--- src/rtl/retire_map.sv ---
// retire_map: in-order retirement stage and architectural map table.
// Retires the longest completed in-order prefix of the N ROB head slots,
// commits destination mappings, returns Told tags to the free list and
// pulses branch_mispredict (one FLUSH cycle) when a mispredicted branch retires.
// Optional build macro: RETIRE_MAP_STATS_EN adds retired_inst_total and
// mispredict_total counters.

`ifndef N
`define N 3
`endif
`ifndef ARCH_REG_SZ
`define ARCH_REG_SZ 32
`endif
`ifndef PHYS_REG_BITS
`define PHYS_REG_BITS 6
`endif

module retire_map #(
   parameter int unsigned N           = `N,
   parameter int unsigned ARCH_REG_SZ = `ARCH_REG_SZ,
   parameter int unsigned PREG_BITS   = `PHYS_REG_BITS
) (
   input  logic                                        clock,
   input  logic                                        reset,
   input  logic [N-1:0]                                rob_valid,
   input  logic [N-1:0]                                rob_complete,
   input  logic [N-1:0]                                rob_has_dest,
   input  logic [N-1:0][$clog2(ARCH_REG_SZ)-1:0]       rob_arch_reg,
   input  logic [N-1:0][PREG_BITS-1:0]                 rob_t_new,
   input  logic [N-1:0][PREG_BITS-1:0]                 rob_t_old,
   input  logic [N-1:0]                                rob_mispredict,
   output logic [$clog2(N+1)-1:0]                      retire_count,
   output logic [N-1:0]                                free_reg_request,
   output logic [N-1:0][PREG_BITS-1:0]                 retired_pregs,
   output logic                                        branch_mispredict,
`ifdef RETIRE_MAP_STATS_EN
   output logic [31:0]                                 retired_inst_total,
   output logic [31:0]                                 mispredict_total,
`endif
   output logic [ARCH_REG_SZ-1:0][PREG_BITS-1:0]       arch_map_mispredict_input
);

   localparam int unsigned AW = $clog2(ARCH_REG_SZ);
   localparam int unsigned CW = $clog2(N+1);

   typedef enum logic {RUN, FLUSH} state_e;

   state_e                                  state_q, state_d;
   logic [ARCH_REG_SZ-1:0][PREG_BITS-1:0]   arch_map_q, arch_map_d;
   logic [N-1:0]                            free_req_q, free_req_d;
   logic [N-1:0][PREG_BITS-1:0]             pregs_q, pregs_d;
   logic                                    bm_q, bm_d;
   logic [N-1:0]                            retire_c;
   logic                                    prefix_ok;
   logic                                    mispredict_c;
   logic [CW-1:0]                           count_c;

`ifdef RETIRE_MAP_STATS_EN
   logic [31:0] retired_total_q, retired_total_d;
   logic [31:0] mispredict_total_q, mispredict_total_d;
`endif

   // Retire set: in-order complete prefix, closed after a mispredicting slot; none in FLUSH
   always_comb begin
      retire_c  = '0;
      prefix_ok = (state_q == RUN);
      count_c   = '0;
      for (int k = 0; k < N; k++) begin
         if (prefix_ok && rob_valid[k] && rob_complete[k]) begin
            retire_c[k] = 1'b1;
            if (rob_mispredict[k]) prefix_ok = 1'b0;
         end else begin
            prefix_ok = 1'b0;
         end
         count_c = count_c + CW'(retire_c[k]);
      end
      mispredict_c = |(retire_c & rob_mispredict);
   end

   // Next state: map commits in slot order, free requests, recovery pulse, FSM
   always_comb begin
      arch_map_d = arch_map_q;
      free_req_d = '0;
      pregs_d    = '0;
      bm_d       = mispredict_c;
      state_d    = state_q;
      for (int k = 0; k < N; k++) begin
         if (retire_c[k] && rob_has_dest[k]) begin
            if (rob_arch_reg[k] != '0) arch_map_d[rob_arch_reg[k]] = rob_t_new[k];
            if (rob_t_old[k] != '0) begin
               free_req_d[k] = 1'b1;
               pregs_d[k]    = rob_t_old[k];
            end
         end
      end
      case (state_q)
         RUN:     if (mispredict_c) state_d = FLUSH;
         FLUSH:   state_d = RUN;
         default: state_d = RUN;
      endcase
   end

`ifdef RETIRE_MAP_STATS_EN
   // Statistics counters, wrapping modulo 2^32
   always_comb begin
      retired_total_d    = retired_total_q;
      mispredict_total_d = mispredict_total_q;
      if (state_q == RUN) retired_total_d = retired_total_q + 32'(count_c);
      if (bm_d) mispredict_total_d = mispredict_total_q + 32'd1;
   end

   // Statistics registers
   always_ff @(posedge clock or negedge reset) begin
      if (!reset) begin
         retired_total_q    <= '0;
         mispredict_total_q <= '0;
      end else begin
         retired_total_q    <= retired_total_d;
         mispredict_total_q <= mispredict_total_d;
      end
   end

   assign retired_inst_total = retired_total_q;
   assign mispredict_total   = mispredict_total_q;
`endif

   // State and registered outputs; map resets to identity
   always_ff @(posedge clock or negedge reset) begin
      if (!reset) begin
         state_q    <= RUN;
         free_req_q <= '0;
         pregs_q    <= '0;
         bm_q       <= 1'b0;
         for (int i = 0; i < ARCH_REG_SZ; i++) arch_map_q[i] <= PREG_BITS'(i);
      end else begin
         state_q    <= state_d;
         free_req_q <= free_req_d;
         pregs_q    <= pregs_d;
         bm_q       <= bm_d;
         arch_map_q <= arch_map_d;
      end
   end

   assign retire_count              = count_c;
   assign free_reg_request          = free_req_q;
   assign retired_pregs             = pregs_q;
   assign branch_mispredict         = bm_q;
   assign arch_map_mispredict_input = arch_map_q;

endmodule

--- config.mk ---
export PLATFORM = sky130hd
export DESIGN_NAME = retire_map
export DESIGN_NICKNAME = d
export VERILOG_FILES = /design/src/rtl/retire_map.sv
export SDC_FILE = /design/constraint.sdc
export NUM_CORES = 1
export LEC_CHECK = 0
export ABC_AREA = 0
export CAP_MARGIN = 0
export CORE_MARGIN = 4
export CORE_UTILIZATION = 40
export CTS_BUF_LIST = sky130_fd_sc_hd__clkbuf_16
export DETAILED_ROUTE_END_ITERATION = 8
export PLACE_DENSITY_LB_ADDON = 0.08
export RECOVER_POWER = 50
export SETUP_SLACK_MARGIN = 0.4
export SYNTH_ARGS = -nofsm -noshare
export SYNTH_HDL_FRONTEND = slang
export SYNTH_SLANG_ARGS = --single-unit
--- constraint.sdc ---
create_clock -name clock -period 3.2 [get_ports clock]
set_input_delay 0.64 -clock clock [delete_from_list [all_inputs] [get_ports clock]]
set_output_delay 0.64 -clock clock [all_outputs]
set_load 0.01 [all_outputs]
==> out/metrics.yaml, run 1 <==
timing:
  report.final.hold_viol_count: 0
  slew_viol_final: 68
  worst_slew_pin_slew_ns: 1.83
  whs_ns: 0.370
  relSlewSlack_pct: -21.9
  layout_min_cycle_time_ns: 2.77
  grt_setup_unrepaired: "false"
  finClkSkew_ns: 0.00532
  setup_ws_ns: 0.427
  setup_viol: 0
  fin_crit_sh_pct: 86.7
  fmax_mhz: 361
worst_setup_path:
  critPathLaunchType: "input port"
  path_class: "in2out"
  critPathRequiredTime_ns: 2.56
  arrival_ns: 2.13
  critPathMaxFanout: 3
  worstSetupEndpointType: "output pin"
logic_synthesis:
  yosys_most_used_dff: "dfrtp_1"
  ys_ff_latch: 215
  syn_inst: 1413
  synth_largest_area_cell: "dfrtp_1"
  synth_area_um2: 13000
  synth_fp_nets: 1479
  synth_cell_types: 61
  synth_area_per_cell_um2: 9.18
  seq_area_frac_synth_pct: 42.2
  synthArstFlopShare_pct: 100
  ys_top_cells_by_area: "dfrtp_1 26%, dfstp_2 16%, a221oi_1 11%"
  synth_top_area_share_pct: 26.0
  synth_edf_count: 0
  ys_warn_count: 0
floorplan:
  row_count: 65
  die_w_um: 188
  core_um2: 31800
  die_area_um2: 35400
  io_pins: 281
  die_h_um: 188
  start_util_pct: 40.8
layout:
  seqCellArea_um2: 5480
  drive_above_1_share_pct: 17.0
  nFillCells: 2861
  utilization_pct: 55.4
  multi_input_area_um2: 6890
  fin_cells: 2163
  synthToLayoutAreaGrowth_pct: 35.8
  num-nets-final: 1773
global_routing:
  grt_pass1_vias: 13900
  grt-ovfl-total: 0
  grt_max_degree: 70
  grt_antenna_before_repair: 2
  grt_pass1_wl_um: 88000
  gr-usage-all-layers_pct: 32.1
route:
  dr_total_vias: 14000
  wire_per_inst_um: 27.5
  drc_errors: 0
  viasPerCell: 6.47
  drt-initial-drc-count: 1633
  drt-pass1-iter-count: 6
  ant_nets: 0
  drt-total-wl_um: 59400
placed_design:
  dp_slack_ns: -0.171
  portBuffers: 280
  place_inst: 2112
  hpwl_um: 41000
  gp_congestion: 0.936
clock_tree:
  clock_latency_ns: 0.55
  ctsHtreeMaxLevel: 1
  cts_root_buffer: "clkbuf_16"
  clock-sinks: 215
  cts_tree: "yes"
  max-clock-path-buffers: 3
  clk_transition_reported_paths_ns: 0.05
  cts_buffers: 27
run_status:
  failed_checks: "max-capacitance violations, max-slew violations"
  outcome: "finished, violations left"
power_and_ir_drop:
  p_leak_uw: 0.00797
  power_density_nw_per_um2: 449
  peakVddDrop_uv: 323
job:
  cap_violations: 1
min_path:
  hold_path.class: "reg2reg"
area by class of cell:
type / instances / area share (%)
diodes: 1 / 0.0142
clock buffers: 27 / 3.83
clock inverters: 22 / 1.00
inverters: 4 / 0.0852
multi-input cells: 1060 / 39.1
flip-flops and latches: 215 / 31.1
well taps: 435 / 3.09
repair buffers: 399 / 21.7
path summary, 6_finish.rpt:
| kind | start | to | slack (ns) | cells after the start |
|---|---|---|---|---|
| worst max register to register | state_q$_DFF_PN0_ | arch_map_mispredict_input[72]$_DFF_PN0_ | 0.83 | 7 |
| min in group asynchronous | reset | arch_map_mispredict_input[70]$_DFF_PN0_ | 0.60 | 1 |
| worst min-delay path | arch_map_mispredict_input[4]$_DFF_PN0_ | arch_map_mispredict_input[4]$_DFF_PN0_ | 0.37 | 0 |
| worst min register to register | arch_map_mispredict_input[4]$_DFF_PN0_ | arch_map_mispredict_input[4]$_DFF_PN0_ | 0.37 | 0 |
| max in group asynchronous | reset | arch_map_mispredict_input[185]$_DFF_PN0_ | 1.11 | 2 |
| worst max-delay path | rob_complete[0] | retire_count[0] | 0.43 | 8 |
synth_stat cells (4+ instances only):
library cell	count
a21o_1	132
and4b_1	7
nor4_4	23
a22o_1	5
o21ai_1	20
nand3_1	59
clkbuf_1	64
and3b_1	4
nand2b_1	11
o21ai_0	50
nor3_2	10
nand2_1	65
buf_1	4
or3_1	8
o31ai_1	7
buf_2	56
a221o_1	20
dfstp_2	80
buf_4	7
and2_1	11
and3_1	14
dfrtp_1	135
a21oi_1	11
nor2_1	213
nor2b_1	5
and4bb_2	4
nand4_1	4
a31oi_1	4
o22ai_1	27
nand4b_1	4
nor3_1	142
a221oi_1	162
registers in the layout, summed over array words and instances (netlist names):
register                   cells
arch_map_mispredict_input    192
retired_pregs                 18
free_reg_request               3
branch_mispredict              1
state_q                        1
timing repair:
action                                  in CTS  in global routing
endpoints found under the setup margin       2                  2
gates resized for setup                     13                  1
pin swaps                                    3                  1
setup buffers                                1                  0
hold buffers                                 0                  0
worst max-delay path, stage by stage:
cell             delay [ns]
clkdlybuf4s25_1        0.42
nand2b_4               0.09
nor2_4                 0.13
buf_4                  0.12
inv_2                  0.04
fa_1                   0.52
inv_1                  0.03
buf_2                  0.13
cells in the final DEF (no fill, tap or decap), types with 6 or more instances in the layout:
cell	instances
nor4_4	23
buf_4	103
clkbuf_16	27
a21o_1	132
and2_1	10
o31ai_1	7
a21oi_1	11
dfstp_2	80
nor2_1	213
clkdlybuf4s50_1	191
nor3_1	141
nor3_2	10
o21ai_1	20
o21ai_0	50
dlygate4sd3_1	81
a221o_1	20
dfrtp_1	135
nand3_1	59
nand2b_1	10
a221oi_1	162
and3_1	14
and4b_1	7
or3_1	8
nand2_1	65
o22ai_1	27
clkinv_1	6
buf_12	13
inv_1	10
where the power goes:
group,switching [µW],total [µW],internal (µW)
logic,856,1700,843
clock network,1230,2990,1760
registers,188,3220,3040
logic make-up (layout without fill, tap and decap cells):
| kind of cell | count (synthesis) | in the layout | share of synthesized area, % |
|---|---|---|---|
| simple gates | 614 | 614 | 26.8 |
| flops | 215 | 215 | 42.2 |
| other cells | 0 | 1 | 0 |
| compound gates | 445 | 445 | 26.0 |
| buf+inv | 138 | 452 | 4.76 |
| fa+ha+maj | 1 | 1 | 0.154 |
metrics by stage:
| stage | total power, µW | TNS (ns) | area (µm²) |
|---|---|---|---|
| floorplan | 3990 | 0 | 13000 |
| global placement | 4970 | -0.346 | 16800 |
| detailed placement | 4980 | -0.308 | 16800 |
| CTS | 7970 | 0 | 17600 |
| global route | 8180 | 0 | 17600 |
| finish | 7910 | 0 | 17600 |
layer usage:
| metal | vias up | wire length (µm) | global-route usage (%) | share of wire (%) |
|---|---|---|---|---|
| li1 | 6007 | - | - | - |
| met5 | - | 14 | 0 | 0.024 |
| met4 | 2 | 3060 | 14.0 | 5.1 |
| met3 | 233 | 6140 | 6.52 | 10 |
| met1 | 6762 | 23700 | 43.0 | 40 |
| met2 | 993 | 26500 | 50.6 | 45 |
Note: power is estimated with default switching activity, not from simulation.
==> run 2: changes to the inputs <==
--- a/config.mk
+++ b/config.mk
@@ -6,12 +6,12 @@
 export NUM_CORES = 1
 export LEC_CHECK = 0
 export ABC_AREA = 0
-export CAP_MARGIN = 0
+export CAP_MARGIN = 40
 export CORE_MARGIN = 4
 export CORE_UTILIZATION = 40
 export CTS_BUF_LIST = sky130_fd_sc_hd__clkbuf_16
 export DETAILED_ROUTE_END_ITERATION = 8
-export PLACE_DENSITY_LB_ADDON = 0.08
+export PLACE_DENSITY = 0.65
 export RECOVER_POWER = 50
 export SETUP_SLACK_MARGIN = 0.4
 export SYNTH_ARGS = -nofsm -noshare
==> run 2 against run 1 <==
The run still ends with max-capacitance violations, max-slew violations left. Core utilization shrank 0.57 points. Sequential share of layout area increased by 0.33 points. Final area fell by 1.0%. Via count increased by 0.67%. Clock skew about the same. Non-clock buffer count fell by 25. Global-route usage down 0.65 points. Sequential power about the same.
==> out/metrics.yaml, run 2 (synthesis results as in run 1) <==
run_status:
  outcome: "finished, violations left"
  failed_checks: "max-capacitance violations, max-slew violations"
timing:
  relSlewSlack_pct: -72.0
  grt_setup_unrepaired: "true"
  setup_viol: 0
  finClkSkew_ns: 0.00582
  worst_slew_pin_slew_ns: 2.58
  slew_viol_final: 50
  layout_min_cycle_time_ns: 2.91
  report.final.hold_viol_count: 0
  fin_crit_sh_pct: 91.0
  fmax_mhz: 343
power_and_ir_drop:
  switching_share_pct: 28.2
  power.total_uw: 8190
  pwr-share-clk_pct: 40.0
  seq_power_share_pct: 39.5
  p_leak_uw: 0.00785
  power_density_nw_per_um2: 469
  internal-power_uw: 5880
  pwr-share-comb_pct: 20.5
  netSwitchingPower_uw: 2310
  peakVddDrop_uv: 428
worst_setup_path:
  arrival_ns: 2.27
  r2r_slack_ns: 0.90
  reg2reg_depth: 7
  reg2reg_from: "state_q$_DFF_PN0_"
  critPathLaunchType: "register"
  critPathMaxFanout: 3
  r2r_end: "arch_map_mispredict_input[76]$_DFF_PN0_"
  path_class: "reg2out"
  worstSetupEndpointType: "output pin"
  critPathRequiredTime_ns: 2.56
global_routing:
  grt_pass1_vias: 13800
  grt_max_degree: 61
  grt-ovfl-total: 0
  grt_antenna_before_repair: 2
  grt_pass1_wl_um: 86600
  gr-usage-all-layers_pct: 31.4
clock_tree:
  clock_latency_ns: 0.54
  clk_transition_reported_paths_ns: 0.06
  cts_buffers: 26
  cts_root_buffer: "clkbuf_16"
  ctsHoldBuffers: 0
  ctsHtreeMaxLevel: 1
  max-clock-path-buffers: 3
  cts_tree: "yes"
  clock-sinks: 215
layout:
  num-nets-final: 1747
  drive_above_1_share_pct: 15.9
  synthToLayoutAreaGrowth_pct: 34.4
  layout_common_cells: "214 x nor2_1, 192 x clkdlybuf4s50_1, 162 x a221oi_1"
  largest_reg_flops: 192
  final_common_cell: "nor2_1"
  utilization_pct: 54.8
floorplan:
  core_um2: 31800
  die_area_um2: 35400
  start_util_pct: 40.8
  die_w_um: 188
  row_count: 65
  io_pins: 281
  die_h_um: 188
route:
  drt-pass1-iter-count: 7
  drt-initial-drc-count: 1971
  wire_per_inst_um: 27.2
  ant_nets: 0
  drt-total-wl_um: 58100
  drc_errors: 0
  dr_total_vias: 14100
  viasPerCell: 6.59
min_path:
  min_path_cells: 0
  holdPathEnd: "arch_map_mispredict_input[0]$_DFF_PN0_"
  hold_path.class: "reg2reg"
  hp-start: "arch_map_mispredict_input[0]$_DFF_PN0_"
job:
  cap_violations: 1
placed_design:
  gp_congestion: 0.983
  hpwl_um: 40100
  portBuffers: 280
run 2: cell types whose count changed in the layout (fill, tap and decap cells not counted), moves of 2 or more:
| cell | change |
|---|---|
| and2_0 | +3 |
| and2_1 | -3 |
| buf_12 | -6 |
| buf_4 | -20 |
| bufinv_16 | +3 |
| clkbuf_1 | +3 |
| clkbuf_2 | -3 |
| clkinv_1 | -2 |
| clkinv_2 | +4 |
| inv_1 | -6 |
run 2: stage by stage:
stage,hold WS (ns),setup TNS (ns),setup slack (ns),area [µm²],cells
5_1_grt,0.383,0,0.187,17400,2137
3_5_place_dp,0.364,-0.264,-0.180,16500,2085
2_1_floorplan,0.344,0,0.419,13000,1413
4_1_cts,0.0602,0,0.363,17500,2135
6_report,0.366,0,0.287,17400,2138
3_3_place_gp,0.365,-0.190,-0.145,16500,2085
run 2: area by class of cell:
class                           count  area (µm²)
Sequential cell                   215        5480
Fill cell                        2821       14400
Antenna cell                        2        5.00
Clock inverter                     21         259
Clock buffer                       27         676
Multi-Input combinational cell   1060        6890
Inverter                            4        17.5
Timing Repair Buffer              374        3570
Tap cell                          435         544
run 2: worst max-delay path: stages (launching register included):
cell and delay (ns):
dfrtp_1 0.38, nand4b_4 0.18, nor2_1 0.19, clkbuf_1 0.21
inv_4 0.05, fa_1 0.54, inv_1 0.05, buf_2 0.13
run 2: per-layer routing:
metal  GRT usage [%]  part of all wire [%]  wire length [µm]
met5               0                     0                 0
met4            17.0                   6.7              3910
met3            7.91                    12              7180
met2            48.3                    44             25500
met1            40.9                    37             21500
run 2: worst max path at each step:
stage                      startpoint               to  slack, ns
floorplan             rob_complete[0]  retire_count[0]       0.42
global placement         rob_valid[1]  retire_count[0]      -0.15
detailed placement       rob_valid[1]  retire_count[0]      -0.18
CTS                 state_q$_DFF_PN0_  retire_count[0]       0.36
global route        state_q$_DFF_PN0_  retire_count[0]       0.19
finish              state_q$_DFF_PN0_  retire_count[0]       0.29
run 2: power by group through the flow:
stage | Clock [µW] | Sequential (µW) | Combinational, µW
finish | 3270 | 3230 | 1680
CTS | 3300 | 3230 | 1690
floorplan | 0 | 3320 | 675
global route | 3420 | 3250 | 1790
global placement | 0 | 3280 | 1660
detailed placement | 0 | 3270 | 1690
run 2: repair_timing:
| item | 4_1_cts | 5_1_grt |
|---|---|---|
| setup endpoints to repair | 2 | 2 |
| resized for setup | 14 | 1 |
| pin swaps | 3 | 2 |
| setup buffers | 2 | 1 |
==> run 3: changes to the inputs <==
--- a/config.mk
+++ b/config.mk
@@ -6,8 +6,7 @@
 export NUM_CORES = 1
 export LEC_CHECK = 0
 export ABC_AREA = 0
-export CAP_MARGIN = 40
-export CORE_MARGIN = 4
+export CAP_MARGIN = 25
 export CORE_UTILIZATION = 40
 export CTS_BUF_LIST = sky130_fd_sc_hd__clkbuf_16
 export DETAILED_ROUTE_END_ITERATION = 8
==> run 3 against run 2 <==
The flow still finishes with violations (max-capacitance violations, max-slew violations). Register-to-register slack better by 0.03 ns. Routed wire length fell by 1.7%. Critical path depth down 1. Non-clock buffer count up 17. First-iteration DRC count fell by 4.3%. Clock-buffer cell count unchanged. Setup slack better by 0.023 ns. Sequential power about the same. Flip-flop and latch count did not move. Sequential share of layout area about the same. Largest cell class unchanged.
==> out/metrics.yaml, run 3 (synthesis results as in run 1) <==
layout:
  drive_above_1_share_pct: 16.2
  num-nets-final: 1764
  synthToLayoutAreaGrowth_pct: 34.2
  final_common_cell: "nor2_1"
  nFillCells: 2862
  antennaDiodeCount: 0
  layout_common_cells: "214 x nor2_1, 190 x clkdlybuf4s50_1, 162 x a221oi_1"
  utilization_pct: 54.9
  largest_reg_flops: 192
timing:
  setup_viol: 0
  relSlewSlack_pct: -29.1
  slew_viol_final: 72
  report.final.hold_viol_count: 0
  setup_ws_ns: 0.311
  layout_min_cycle_time_ns: 2.89
  finClkSkew_ns: 0.0168
  tns_ns: 0
  grt_setup_unrepaired: "true"
  worst_slew_pin_slew_ns: 1.94
  fin_crit_sh_pct: 90.3
  fmax_mhz: 346
route:
  viasPerCell: 6.59
  drt-pass1-iter-count: 9
  drc_errors: 0
  ant_nets: 0
  drt-initial-drc-count: 1887
  drt-total-wl_um: 57100
  dr_total_vias: 14000
  wire_per_inst_um: 26.9
clock_tree:
  cts_buffers: 26
  max-clock-path-buffers: 3
  ctsHoldBuffers: 0
  clock-sinks: 215
  ctsHtreeMaxLevel: 1
  cts_tree: "yes"
  cts_root_buffer: "clkbuf_16"
  clock_latency_ns: 0.55
  clk_transition_reported_paths_ns: 0.06
placed_design:
  hpwl_um: 39700
  portBuffers: 280
  gp_congestion: 0.976
  dp_slack_ns: -0.104
worst_setup_path:
  critPathMaxFanout: 9
  reg2reg_from: "state_q$_DFF_PN0_"
  r2r_slack_ns: 0.93
  arrival_ns: 2.25
  path_class: "in2out"
  reg2reg_depth: 6
  r2r_end: "arch_map_mispredict_input[99]$_DFF_PN0_"
  critPathLaunchType: "input port"
  critPathRequiredTime_ns: 2.56
  worstSetupEndpointType: "output pin"
run_status:
  outcome: "finished, violations left"
  failed_checks: "max-capacitance violations, max-slew violations"
global_routing:
  grt_pass1_vias: 13400
  grt_max_degree: 73
  grt_pass1_wl_um: 84500
  grt_antenna_before_repair: 0
  gr-usage-all-layers_pct: 33.8
  grt-ovfl-total: 0
floorplan:
  io_pins: 281
  die_h_um: 182
  row_count: 65
  die_area_um2: 33200
  die_w_um: 182
  start_util_pct: 40.9
  core_um2: 31700
power_and_ir_drop:
  peakVddDrop_uv: 350
  power_density_nw_per_um2: 452
  power.total_uw: 7870
  p_leak_uw: 0.00788
min_path:
  hold_path.class: "reg2reg"
  min_path_cells: 0
  hp-start: "arch_map_mispredict_input[3]$_DFF_PN0_"
  holdPathEnd: "arch_map_mispredict_input[3]$_DFF_PN0_"
job:
  cap_violations: 1
run 3: power by group:
group / switching, µW / leakage (µW) / internal, µW
Clock: 1210 / 0.000434 / 1750
Sequential: 196 / 0.00267 / 3040
Combinational: 840 / 0.00478 / 837
Total: 2250 / 0.00788 / 5620
run 3: worst max-delay path by stage:
stage / startpoint / endpoint / cells after the start
after floorplan: rob_complete[0] / retire_count[0] / 9
after global placement: rob_valid[0] / retire_count[0] / 7
after detailed placement: rob_valid[0] / retire_count[0] / 7
after CTS: state_q$_DFF_PN0_ / retire_count[1] / 7
after global routing: rob_complete[0] / retire_count[0] / 6
final: rob_complete[0] / retire_count[0] / 6
run 3: layout make-up:
| class | count | area, µm² | share of cell area (%) |
|---|---|---|---|
| clock buffer | 27 | 676 | 3.88 |
| timing repair buffer | 391 | 3710 | 21.3 |
| sequential | 215 | 5480 | 31.5 |
| inverter | 4 | 15.0 | 0.0862 |
| clock inverter | 21 | 163 | 0.934 |
| multi-input combinational | 1060 | 6870 | 39.5 |
| tap | 402 | 503 | 2.89 |
run 3: per-layer routing:
metal  vias to the layer above  wire length (µm)  track usage (%)
li1                       6000                 -                -
met5                         -                 0                0
met3                       222              6280             7.44
met4                         0              3290             16.9
met1                      6763             22500             44.8
met2                       984             25000             52.0
run 3: what timing repair did:
action,in CTS,in global routing
buffers inserted,2,0
resized for setup,12,3
gates cloned,0,0
pin swaps,3,2
setup endpoints to repair,2,1
run 3: through the flow:
| step | hold slack, ns | instance area [µm²] | cells |
|---|---|---|---|
| 2_1_floorplan | 0.344 | 13000 | 1413 |
| 3_3_place_gp | 0.364 | 16600 | 2070 |
| 3_5_place_dp | 0.365 | 16600 | 2070 |
| 4_1_cts | 0.145 | 17500 | 2120 |
| 5_1_grt | 0.383 | 17400 | 2120 |
| 6_report | 0.370 | 17400 | 2120 |
run 3: critical path: stages:
cell,delay (ns)
dlygate4sd2_1,0.30
clkbuf_1,0.39
nand3b_1,0.21
fa_2,0.57
inv_2,0.04
buf_6,0.11
